### src/rtl/display_capture_if.sv
// Bus between a scanning seven-segment display tap and the capture block.
// The display side (select, hex_display) flows into the capture block and the
// captured frame plus status flags flow back out.
interface display_capture_if;
  logic [3:0]  select;
  logic [7:0]  hex_display;
  logic [15:0] digits;
  logic [3:0]  dp;
  logic [3:0]  seg_err;
  logic        frame_valid;
  logic        sel_err;
  logic        stale;

  modport master (
    output select, hex_display,
    input  digits, dp, seg_err, frame_valid, sel_err, stale
  );

  modport slave (
    input  select, hex_display,
    output digits, dp, seg_err, frame_valid, sel_err, stale
  );
endinterface

### src/rtl/display_capture.sv
// display_capture: snoops a 4-digit multiplexed seven-segment display and
// rebuilds the hex value being shown. Raw strobes are synchronized, debounced
// by a stability counter, decoded, and collected in a shadow frame that is
// published to the outputs only once all four digits have been seen.
// Optional feature macro: CAPTURE_TIMEOUT_EN (idle timeout and stale flag).
module display_capture #(
  parameter int unsigned SETTLE_CYCLES  = 16,
  parameter int unsigned TIMEOUT_CYCLES = 1000000
) (
  input  logic             fastclk,
  input  logic             resetin,
  display_capture_if.slave bus
);

  localparam logic [7:0] LP_SETTLE_LAST = 8'(SETTLE_CYCLES - 1);
  localparam logic [7:0] LP_SETTLE_PRE  = 8'(SETTLE_CYCLES - 2);

  logic [11:0] r_sync1;
  logic [11:0] r_sync2;
  logic [11:0] r_last;
  logic [7:0]  r_settle;

  logic        w_changed;
  logic        w_accept;
  logic [3:0]  w_sel;
  logic [6:0]  w_segs;
  logic        w_dpIn;
  logic [3:0]  w_nibble;
  logic        w_segBad;
  logic        w_oneHot;
  logic        w_selZero;
  logic        w_timeout;

  logic [15:0] r_shDigits;
  logic [3:0]  r_shDp;
  logic [3:0]  r_shErr;
  logic [3:0]  r_mask;
  logic [15:0] r_digits;
  logic [3:0]  r_dp;
  logic [3:0]  r_segErr;
  logic        r_frameValid;
  logic        r_selErr;

  assign w_sel     = r_sync2[11:8];
  assign w_segs    = r_sync2[7:1];
  assign w_dpIn    = r_sync2[0];
  assign w_oneHot  = $onehot(w_sel);
  assign w_selZero = (w_sel == 4'b0000);
  assign w_changed = (r_sync2 != r_last);
  // The counter is one short of saturation and the value is still steady, so
  // this edge is the first time it reaches SETTLE_CYCLES-1 for this hold.
  assign w_accept  = !w_changed && (r_settle == LP_SETTLE_PRE);

  // Two-flop synchronizer for the asynchronous display strobes, plus one more
  // stage used only to detect changes of the synchronized value.
  always_ff @(posedge fastclk or negedge resetin) begin
    if (!resetin) begin
      r_sync1 <= '0;
      r_sync2 <= '0;
      r_last  <= '0;
    end else begin
      r_sync1 <= {bus.select, bus.hex_display};
      r_sync2 <= r_sync1;
      r_last  <= r_sync2;
    end
  end

  // Stability counter: restarts on any change, saturates once settled.
  always_ff @(posedge fastclk or negedge resetin) begin
    if (!resetin) begin
      r_settle <= '0;
    end else if (w_changed) begin
      r_settle <= '0;
    end else if (r_settle != LP_SETTLE_LAST) begin
      r_settle <= r_settle + 8'd1;
    end
  end

  // Segment decoder: anything outside the sixteen hex glyphs becomes 0 with error.
  always_comb begin
    w_nibble = 4'h0;
    w_segBad = 1'b0;
    case (w_segs)
      7'b1111110: w_nibble = 4'h0;
      7'b0110000: w_nibble = 4'h1;
      7'b1101101: w_nibble = 4'h2;
      7'b1111001: w_nibble = 4'h3;
      7'b0110011: w_nibble = 4'h4;
      7'b1011011: w_nibble = 4'h5;
      7'b1011111: w_nibble = 4'h6;
      7'b1110000: w_nibble = 4'h7;
      7'b1111111: w_nibble = 4'h8;
      7'b1111011: w_nibble = 4'h9;
      7'b1110111: w_nibble = 4'hA;
      7'b0011111: w_nibble = 4'hB;
      7'b1001110: w_nibble = 4'hC;
      7'b0111101: w_nibble = 4'hD;
      7'b1001111: w_nibble = 4'hE;
      7'b1000111: w_nibble = 4'hF;
      default:    w_segBad = 1'b1;
    endcase
  end

`ifdef CAPTURE_TIMEOUT_EN
  localparam logic [31:0] LP_IDLE_LAST = 32'(TIMEOUT_CYCLES - 1);

  logic [31:0] r_idle;
  logic        r_stale;

  assign w_timeout = !w_accept && (r_idle == LP_IDLE_LAST);

  // Idle counter: any accept (even ignored or erroneous) proves the display is alive.
  always_ff @(posedge fastclk or negedge resetin) begin
    if (!resetin) begin
      r_idle <= '0;
    end else if (w_accept) begin
      r_idle <= '0;
    end else if (r_idle != LP_IDLE_LAST) begin
      r_idle <= r_idle + 32'd1;
    end
  end

  // Stale flag: raised on timeout, dropped only by a real digit.
  always_ff @(posedge fastclk or negedge resetin) begin
    if (!resetin) begin
      r_stale <= 1'b0;
    end else if (w_timeout) begin
      r_stale <= 1'b1;
    end else if (w_accept && w_oneHot) begin
      r_stale <= 1'b0;
    end
  end

  assign bus.stale = r_stale;
`else
  assign w_timeout = 1'b0;
  assign bus.stale = 1'b0;
`endif

  // Shadow frame collection and atomic publish once every digit slot is filled.
  always_ff @(posedge fastclk or negedge resetin) begin
    if (!resetin) begin
      r_shDigits   <= '0;
      r_shDp       <= '0;
      r_shErr      <= '0;
      r_mask       <= '0;
      r_digits     <= '0;
      r_dp         <= '0;
      r_segErr     <= '0;
      r_frameValid <= 1'b0;
      r_selErr     <= 1'b0;
    end else begin
      r_frameValid <= 1'b0;
      r_selErr     <= w_accept && !w_oneHot && !w_selZero;
      if (r_mask == 4'b1111) begin
        r_digits     <= r_shDigits;
        r_dp         <= r_shDp;
        r_segErr     <= r_shErr;
        r_frameValid <= 1'b1;
        r_mask       <= 4'b0000;
      end else if (w_accept && w_oneHot) begin
        r_mask <= r_mask | w_sel;
      end else if (w_timeout) begin
        r_mask <= 4'b0000;
      end
      for (int i = 0; i < 4; i++) begin
        if (w_accept && w_oneHot && w_sel[i]) begin
          r_shDigits[i*4 +: 4] <= w_nibble;
          r_shDp[i]            <= w_dpIn;
          r_shErr[i]           <= w_segBad;
        end
      end
    end
  end

  assign bus.digits      = r_digits;
  assign bus.dp          = r_dp;
  assign bus.seg_err     = r_segErr;
  assign bus.frame_valid = r_frameValid;
  assign bus.sel_err     = r_selErr;

endmodule

### src/flat_wrapper.sv
// flat-port wrapper written by rule: the top's interface ports become plain ports
module display_capture_flat 
#(
  parameter int unsigned SETTLE_CYCLES  = 16,
  parameter int unsigned TIMEOUT_CYCLES = 1000000
)
  (fastclk, resetin, bus_select, bus_hex_display, bus_digits, bus_dp, bus_seg_err, bus_frame_valid, bus_sel_err, bus_stale);
  display_capture_if bus_i ();
  input  logic fastclk;
  input  logic resetin;
  input wire logic [$bits(bus_i.select)-1:0] bus_select;
  input wire logic [$bits(bus_i.hex_display)-1:0] bus_hex_display;
  output wire logic [$bits(bus_i.digits)-1:0] bus_digits;
  output wire logic [$bits(bus_i.dp)-1:0] bus_dp;
  output wire logic [$bits(bus_i.seg_err)-1:0] bus_seg_err;
  output wire logic [$bits(bus_i.frame_valid)-1:0] bus_frame_valid;
  output wire logic [$bits(bus_i.sel_err)-1:0] bus_sel_err;
  output wire logic [$bits(bus_i.stale)-1:0] bus_stale;
  assign bus_i.select = bus_select;
  assign bus_i.hex_display = bus_hex_display;
  assign bus_digits = bus_i.digits;
  assign bus_dp = bus_i.dp;
  assign bus_seg_err = bus_i.seg_err;
  assign bus_frame_valid = bus_i.frame_valid;
  assign bus_sel_err = bus_i.sel_err;
  assign bus_stale = bus_i.stale;
  display_capture #(.SETTLE_CYCLES(SETTLE_CYCLES), .TIMEOUT_CYCLES(TIMEOUT_CYCLES)) u_core (.fastclk(fastclk), .resetin(resetin), .bus(bus_i));
endmodule
### config.mk
export PLATFORM = sky130hd
export DESIGN_NAME = display_capture_flat
export DESIGN_NICKNAME = d
export VERILOG_FILES = /design/src/rtl/display_capture_if.sv /design/src/rtl/display_capture.sv /design/src/flat_wrapper.sv
export SDC_FILE = /design/constraint.sdc
export NUM_CORES = 1
export LEC_CHECK = 0
export ABC_AREA = 0
export ABC_CLOCK_PERIOD_IN_PS = 4400
export CORE_ASPECT_RATIO = 0.6
export CORE_UTILIZATION = 63
export CTS_BUF_LIST = sky130_fd_sc_hd__clkbuf_4 sky130_fd_sc_hd__clkbuf_8
export DETAILED_ROUTE_END_ITERATION = 6
export GPL_TIMING_DRIVEN = 0
export PLACE_DENSITY = 0.87
export SYNTH_ARGS = -nofsm -noshare
export SYNTH_HDL_FRONTEND = slang
export SYNTH_SLANG_ARGS = --single-unit
### constraint.sdc
create_clock -name fastclk -period 4.4 [get_ports fastclk]
set_input_delay 0.66 -clock fastclk [delete_from_list [all_inputs] [get_ports fastclk]]
set_output_delay 0.66 -clock fastclk [all_outputs]
set_load 0.01 [all_outputs]
Yosys cells after proc, flatten, opt, wreduce, memory -nomap -nowiden:

Index checks and enable logic that the tools add are counted.

* input bits: 14
* bits in registers: 98
* output and inout bits: 27
* word-level logic and storage cells: 70

* $add $sub $neg: 4
* multiplexer cells: 7
* bitwise logic cells: 1
* reduce and logical (&&, ||, !) cells: 15
* eq/ne operators: 21

Operators with widths (number)
* 7-bit == test (second input constant): 12
* 4-bit one-hot mux with 15 select lines: 1
* 7-bit by 6-bit == test with 1-bit output (second input constant): 3
* 8-bit 2-to-1 mux: 2
* 16-bit OR reduction: 1
* 12-bit inequality test: 1
* 8-bit by 1-bit adder with 8-bit output (second input constant): 1
* 8-bit by 4-bit == test with 1-bit output (second input constant): 1
* 1-bit logical AND: 8
* 4-bit 2-to-1 mux: 2
* 8-bit by 4-bit inequality test with 1-bit output (second input constant): 1
* 7-bit by 5-bit == test with 1-bit output (second input constant): 1
* 1-bit by 1-bit adder with 2-bit output: 2
* 4-bit == test (second input constant): 1
* 4-bit logical NOT: 1
* 4-bit bitwise OR: 1
* 2-bit nonzero test: 2
* 3-bit adder: 1
* 3-bit by 1-bit == test with 1-bit output (second input constant): 1
* 1-bit logical NOT: 3
* 1-bit 2-to-1 mux: 2

Logic depth before layout (Yosys ltp):

* depth after elaboration: 6
* gate-level depth with buffers: 8
* depth with buffers taken out: 8

Least setup slack after synthesis:

No wires, ideal clock.

* path type: flip-flop to flip-flop
* start point: register u_core.r_sync2[10]
* end point: register u_core.r_shDigits[10]
* arrival time: 2.642 ns
* stages on the path, launching flop included: 9
* setup slack: 1.633 ns
* library setup time: 0.125 ns
* path buffers: 0
* data required time: 4.275 ns
* period minus slack after synthesis: 2.767 ns
* path through: dfrtp_1 inv_1 ha_1 ha_1 fa_1 nor3b_1 nand4_1 nor2_8 mux2_4

* word-level cells in the longest chain between the ends: 5
* elaborated cells on any way between the ends: 8
* classes of those cells: 2 x add/sub; 2 x eq/ne; 4 x reduce/logical

Ends and longest elaborated chain
* start: declaration: line display_capture.sv:19 `logic [11:0] r_sync2;`
* start signal: assignment: line display_capture.sv:63 `r_sync2 <= r_sync1;`
* 1-bit by 1-bit adder with 2-bit output (implied by the code) / 12-bit inequality test (equally long branches): line display_capture.sv:47, display_capture.sv:49
* 3-bit adder (implied by the code) / 1-bit logical NOT (equally long branches): line display_capture.sv:47, display_capture.sv:52
* 3-bit by 1-bit == test with 1-bit output / 1-bit logical AND (equally long branches): line display_capture.sv:47, display_capture.sv:52
* 1-bit logical AND: line display_capture.sv:167 `if (w_accept && w_oneHot && w_sel[i]) begin`
* 1-bit logical AND *: line display_capture.sv:167
* end signal: indexed assignment: line display_capture.sv:168 `r_shDigits[i*4 +: 4] <= w_nibble;`
* end: declaration: line display_capture.sv:34 `logic [15:0] r_shDigits;`

Every way passes the cells marked *; elsewhere a longest branch is shown, timed or not.
A chain may end at the register's enable or synchronous reset.

Final worst setup path:

* start point: register u_core.r_sync2[8]
* end point: register u_core.r_shDigits[9]

* word-level cells in the longest chain between the ends: 5
* elaborated cells on any way between the ends: 8
* classes of those cells: 2 x add/sub; 2 x eq/ne; 4 x reduce/logical

Ends and longest elaborated chain (line)
* 1-bit by 1-bit adder with 2-bit output (implied by the code) / 12-bit inequality test (equally long branches): display_capture.sv:47, display_capture.sv:49
* 3-bit adder (implied by the code) / 1-bit logical NOT (equally long branches): display_capture.sv:47, display_capture.sv:52
* 3-bit by 1-bit == test with 1-bit output / 1-bit logical AND (equally long branches): display_capture.sv:47, display_capture.sv:52
* 1-bit logical AND * (2 in a row): display_capture.sv:167

Marks and branches as above.

==> parameters.txt <==
Parameter                              Value

Run status
  Result of the run ... complete, no violations

Critical path
  Maximum single-stage delay on the critical path ... 0.53 ns
  Sort of element at the start of the critical path ... register
  Setup slack on the worst flop-to-flop path ... 1.30 ns
  Critical Path, Cell by Cell ... inv_1 -> ha_1 -> ha_1 -> fa_1 -> nor3b_1 -> nand4_1 -> nor2_8 -> mux2_4
  Highest net fanout along the worst path ... 7
  Reg-to-reg critical path startpoint ... u_core.r_sync2[8]
  End of the worst register-to-register path ... u_core.r_shDigits[9]
  Data arrival time of the critical path ... 3.35 ns
  Path depth of the worst reg2reg path ... 8
  Class of the most critical setup path ... reg2reg
  Worst path slowest cell ... sky130_fd_sc_hd__nor3b_1
  Most prevalent standard cell on the critical path ... sky130_fd_sc_hd__ha_1
  Critical Path Sink Type ... register
  Data required, critical path ... 4.65 ns

Clock network
  Number of buffers inserted to repair setup after CTS ... 0
  Root Buffer ... sky130_fd_sc_hd__clkbuf_8
  Post-cts gate resize count ... 0
  TritonCTS Sinks ... 98
  Total clock buffers created by CTS ... 9
  Number of buffers on the longest clock path ... 2
  Number of levels the H-tree was split into ... 3
  Clock tree from TritonCTS ... yes
  Skew-Pair Late Insertion Delay ... 0.37 ns
  Post-CTS clock slew at the launch and capture registers of the worst setup and hold paths ... 0.10 ns
  Post-cts hold buffer count ... 0

Logic synthesis
  Net count of the mapped netlist ... 354
  Number of warnings printed during yosys synthesis ... 0
  Post-synthesis instance area ... 4010 um2
  Dominant synthesized flop cell ... sky130_fd_sc_hd__dfrtp_1
  Synth async-reset ratio ... 1.00
  Sequential-to-total area share from yosys stat ... 0.612
  Number of enable-type register cells in the synthesized netlist ... 0
  Count of state elements after synthesis ... 98
  Average size of a mapped cell ... 12.1 um2
  Number of cells produced by synthesis ... 332
  Number of distinct library cells after synthesis ... 49

Global routing
  First-pass GRT wire length ... 12400 um
  Overall fraction of global-route tracks in use ... 0.248
  Vias in the first global route ... 2515
  Antenna violations before repair ... 0
  Pin count of the biggest net entering global routing ... 59
  Total gr overflow ... 0

Detailed routing
  WL/cell ... 15.0 um
  Number of nets with antenna violations after detailed routing ... 0
  Total number of vias ... 2555
  Final WL ... 7070 um
  Drt first pass iters ... 4
  Number of DRC violations after detailed routing ... 0
  Post-detailed-route via-to-cell ratio ... 5.41
  Drt initial violations ... 139

Die
  Horizontal die dimension ... 105 um
  Total Die Area ... 6690 um2
  Initial Util ... 0.655
  Ports ... 41
  Area of the core ... 6110 um2
  Cell row count ... 22
  Die span in y ... 63.8 um

Cells and area
  Number of standard cells in the final layout excluding fillers ... 472
  Ratio of cells with drive above 1 in the final layout ... 0.139
  Sequential cell area in the final layout ... 2450 um2
  Net count of the finished layout ... 405
  Post-route core utilization ... 0.773
  Number of inserted filler cells in the final layout ... 399
  Area used by multi-input combinational logic ... 1430 um2
  Final instance area ... 4720 um2
  Number of antenna cells inserted ... 0
  Signed area change from the synthesized netlist to the final layout ... 17.9%

STA
  Shortest clock period the worst path allows after layout ... 3.10 ns
  Summed negative setup slack over all endpoints ... 0 ns
  Transition at the pin with the smallest max-transition slack ... 0.599 ns
  Final Max Tran Viols ... 0
  Final-report hold violation count ... 0
  RSZ-0062 raised after global routing ... no
  Highest Clock Rate ... 323 MHz
  Relative max-transition margin ... 0.599
  Clock Skews ... 0.0123 ns
  Number of failing setup endpoints in the final timing report ... 0
  Final worst-path cycle share ... 0.704

Pwr
  Worst supply voltage drop on vdd ... 0.000253 V
  Total design power ... 0.00157 W
  Static Leak ... 2.21 nW
  Cell area power density ... 332 nW/um2

Hold path
  Class of the tightest hold or removal check ... in2async

Placement
  Standard cell area after detailed placement ... 4530 um2
  Detailed Place HPWL ... 5040 um
  Final weighted congestion in routability-driven placement ... 0.852
  Count of buffers from port buffering ... 39
  Post-Place Cells ... 456

Run
  Max-cap violation count ... 0
## power by group
part,total [W],switching (W),internal (W)
logic,0.0000839,0.0000500,0.0000339
clock network,0.000556,0.000333,0.000223
registers,0.000929,0.0000129,0.000917
total,0.00157,0.000396,0.00117
## how the worst max path moves through the flow
| stage | start | slack, ns | to | cells past startpoint |
|---|---|---|---|---|
| 5_1_grt | u_core.r_sync2[8] | 1.19 | u_core.r_shDigits[9] | 8 |
| 3_3_place_gp | resetin | -0.71 | u_core.bus.digits[7] | 1 |
| 4_1_cts | u_core.r_sync2[9] | 1.30 | u_core.r_shDigits[9] | 8 |
| 2_1_floorplan | u_core.r_sync2[10] | 1.63 | u_core.r_shDigits[10] | 8 |
| 3_5_place_dp | u_core.r_sync2[8] | 1.33 | u_core.r_shDigits[9] | 8 |
| 6_report | u_core.r_sync2[8] | 1.30 | u_core.r_shDigits[9] | 8 |
## synthesized netlist by cell type, drive strengths merged (4+ instances only)
| cell | instances | area (um2) |
|---|---|---|
| buf | 4 | 41.3 |
| clkbuf | 10 | 37.5 |
| dfrtp | 98 | 2450 |
| ha | 7 | 87.6 |
| inv | 11 | 41.3 |
| mux2 | 20 | 244 |
| mux2i | 4 | 40.0 |
| nand2 | 72 | 270 |
| nand4 | 8 | 50.1 |
| nor2 | 19 | 118 |
| nor4 | 5 | 50.1 |
| o21a | 4 | 30.0 |
| o21ai | 7 | 35.0 |
| xor2 | 18 | 158 |
## cells by family (layout without fill, tap and decap cells)
group                      count (synthesis)  count (layout)  synth area share
AOI/OAI and AO/OA                         27              27            0.0478
xor gates and xnor gates                  19              19            0.0415
adders and majority gates                  8               8            0.0269
buffers and inverters                     25              81            0.0300
DFF                                       98              98             0.612
muxes                                     24              24            0.0709
other                                      1               1          0.000936
and+or+nand+nor                          130             130             0.170
## layout by cell type, fill, tap and decap left out, drive strengths merged, types with 3 or more instances in the layout
cell type and instances:
nor2 19, a21oi 3, nand3 3, ha 7, nor4 5, inv 15, nor2b 3, nor3 3
and2 3, xor2 18, o211ai 3, clkdlybuf4s50 38, mux2 20, mux2i 4, nand2 72, o21a 4
o21ai 7, clkbuf 19, buf 6, dfrtp 98, nand4 8
## sequential cells by signal, indices dropped and copies added (netlist names)
| name | cells |
|---|---|
| u_core.bus.digits | 16 |
| u_core.bus.dp | 4 |
| u_core.bus.frame_valid | 1 |
| u_core.bus.seg_err | 4 |
| u_core.bus.sel_err | 1 |
| u_core.r_last | 12 |
| u_core.r_mask | 4 |
| u_core.r_settle | 8 |
| u_core.r_shDigits | 16 |
| u_core.r_shDp | 4 |
| u_core.r_shErr | 4 |
| u_core.r_sync1 | 12 |
| u_core.r_sync2 | 12 |
## metrics by stage
step	hold WS, ns	setup WS, ns
after detailed placement	0.336	1.33
after CTS	0.273	1.30
after floorplan	0.331	1.63
final	0.265	1.30
after global routing	0.288	1.19
after global placement	0.332	-0.713
## worst max-delay path, delay by kind of cell (launching register included)
kind	cells	cell delay [ns]
adder cells (fa/ha/maj)	3	0.99
buffers and inverters	1	0.08
flip-flops	1	0.47
multiplexers	1	0.33
AND/OR/NAND/NOR	3	1.11
## final cells by class
type / count / share of cell area
tap: 84 / 0.0223
clock inverter: 7 / 0.0154
clock buffer: 9 / 0.0262
buffer: 14 / 0.0167
sequential: 98 / 0.519
multi-input combinational: 209 / 0.303
timing repair buffer: 40 / 0.0880
inverter: 11 / 0.00874
## metal layers
layer / vias up / track usage / routed length [um] / part of all wire
met5: - / 0 / 0 / 0
met4: 0 / 0.0669 / 61 / 0.0086
met3: 8 / 0.0765 / 430 / 0.061
met2: 84 / 0.376 / 3140 / 0.44
met1: 1248 / 0.354 / 3430 / 0.49
li1: 1215 / - / - / -
Power figures use the tool's default switching activity.
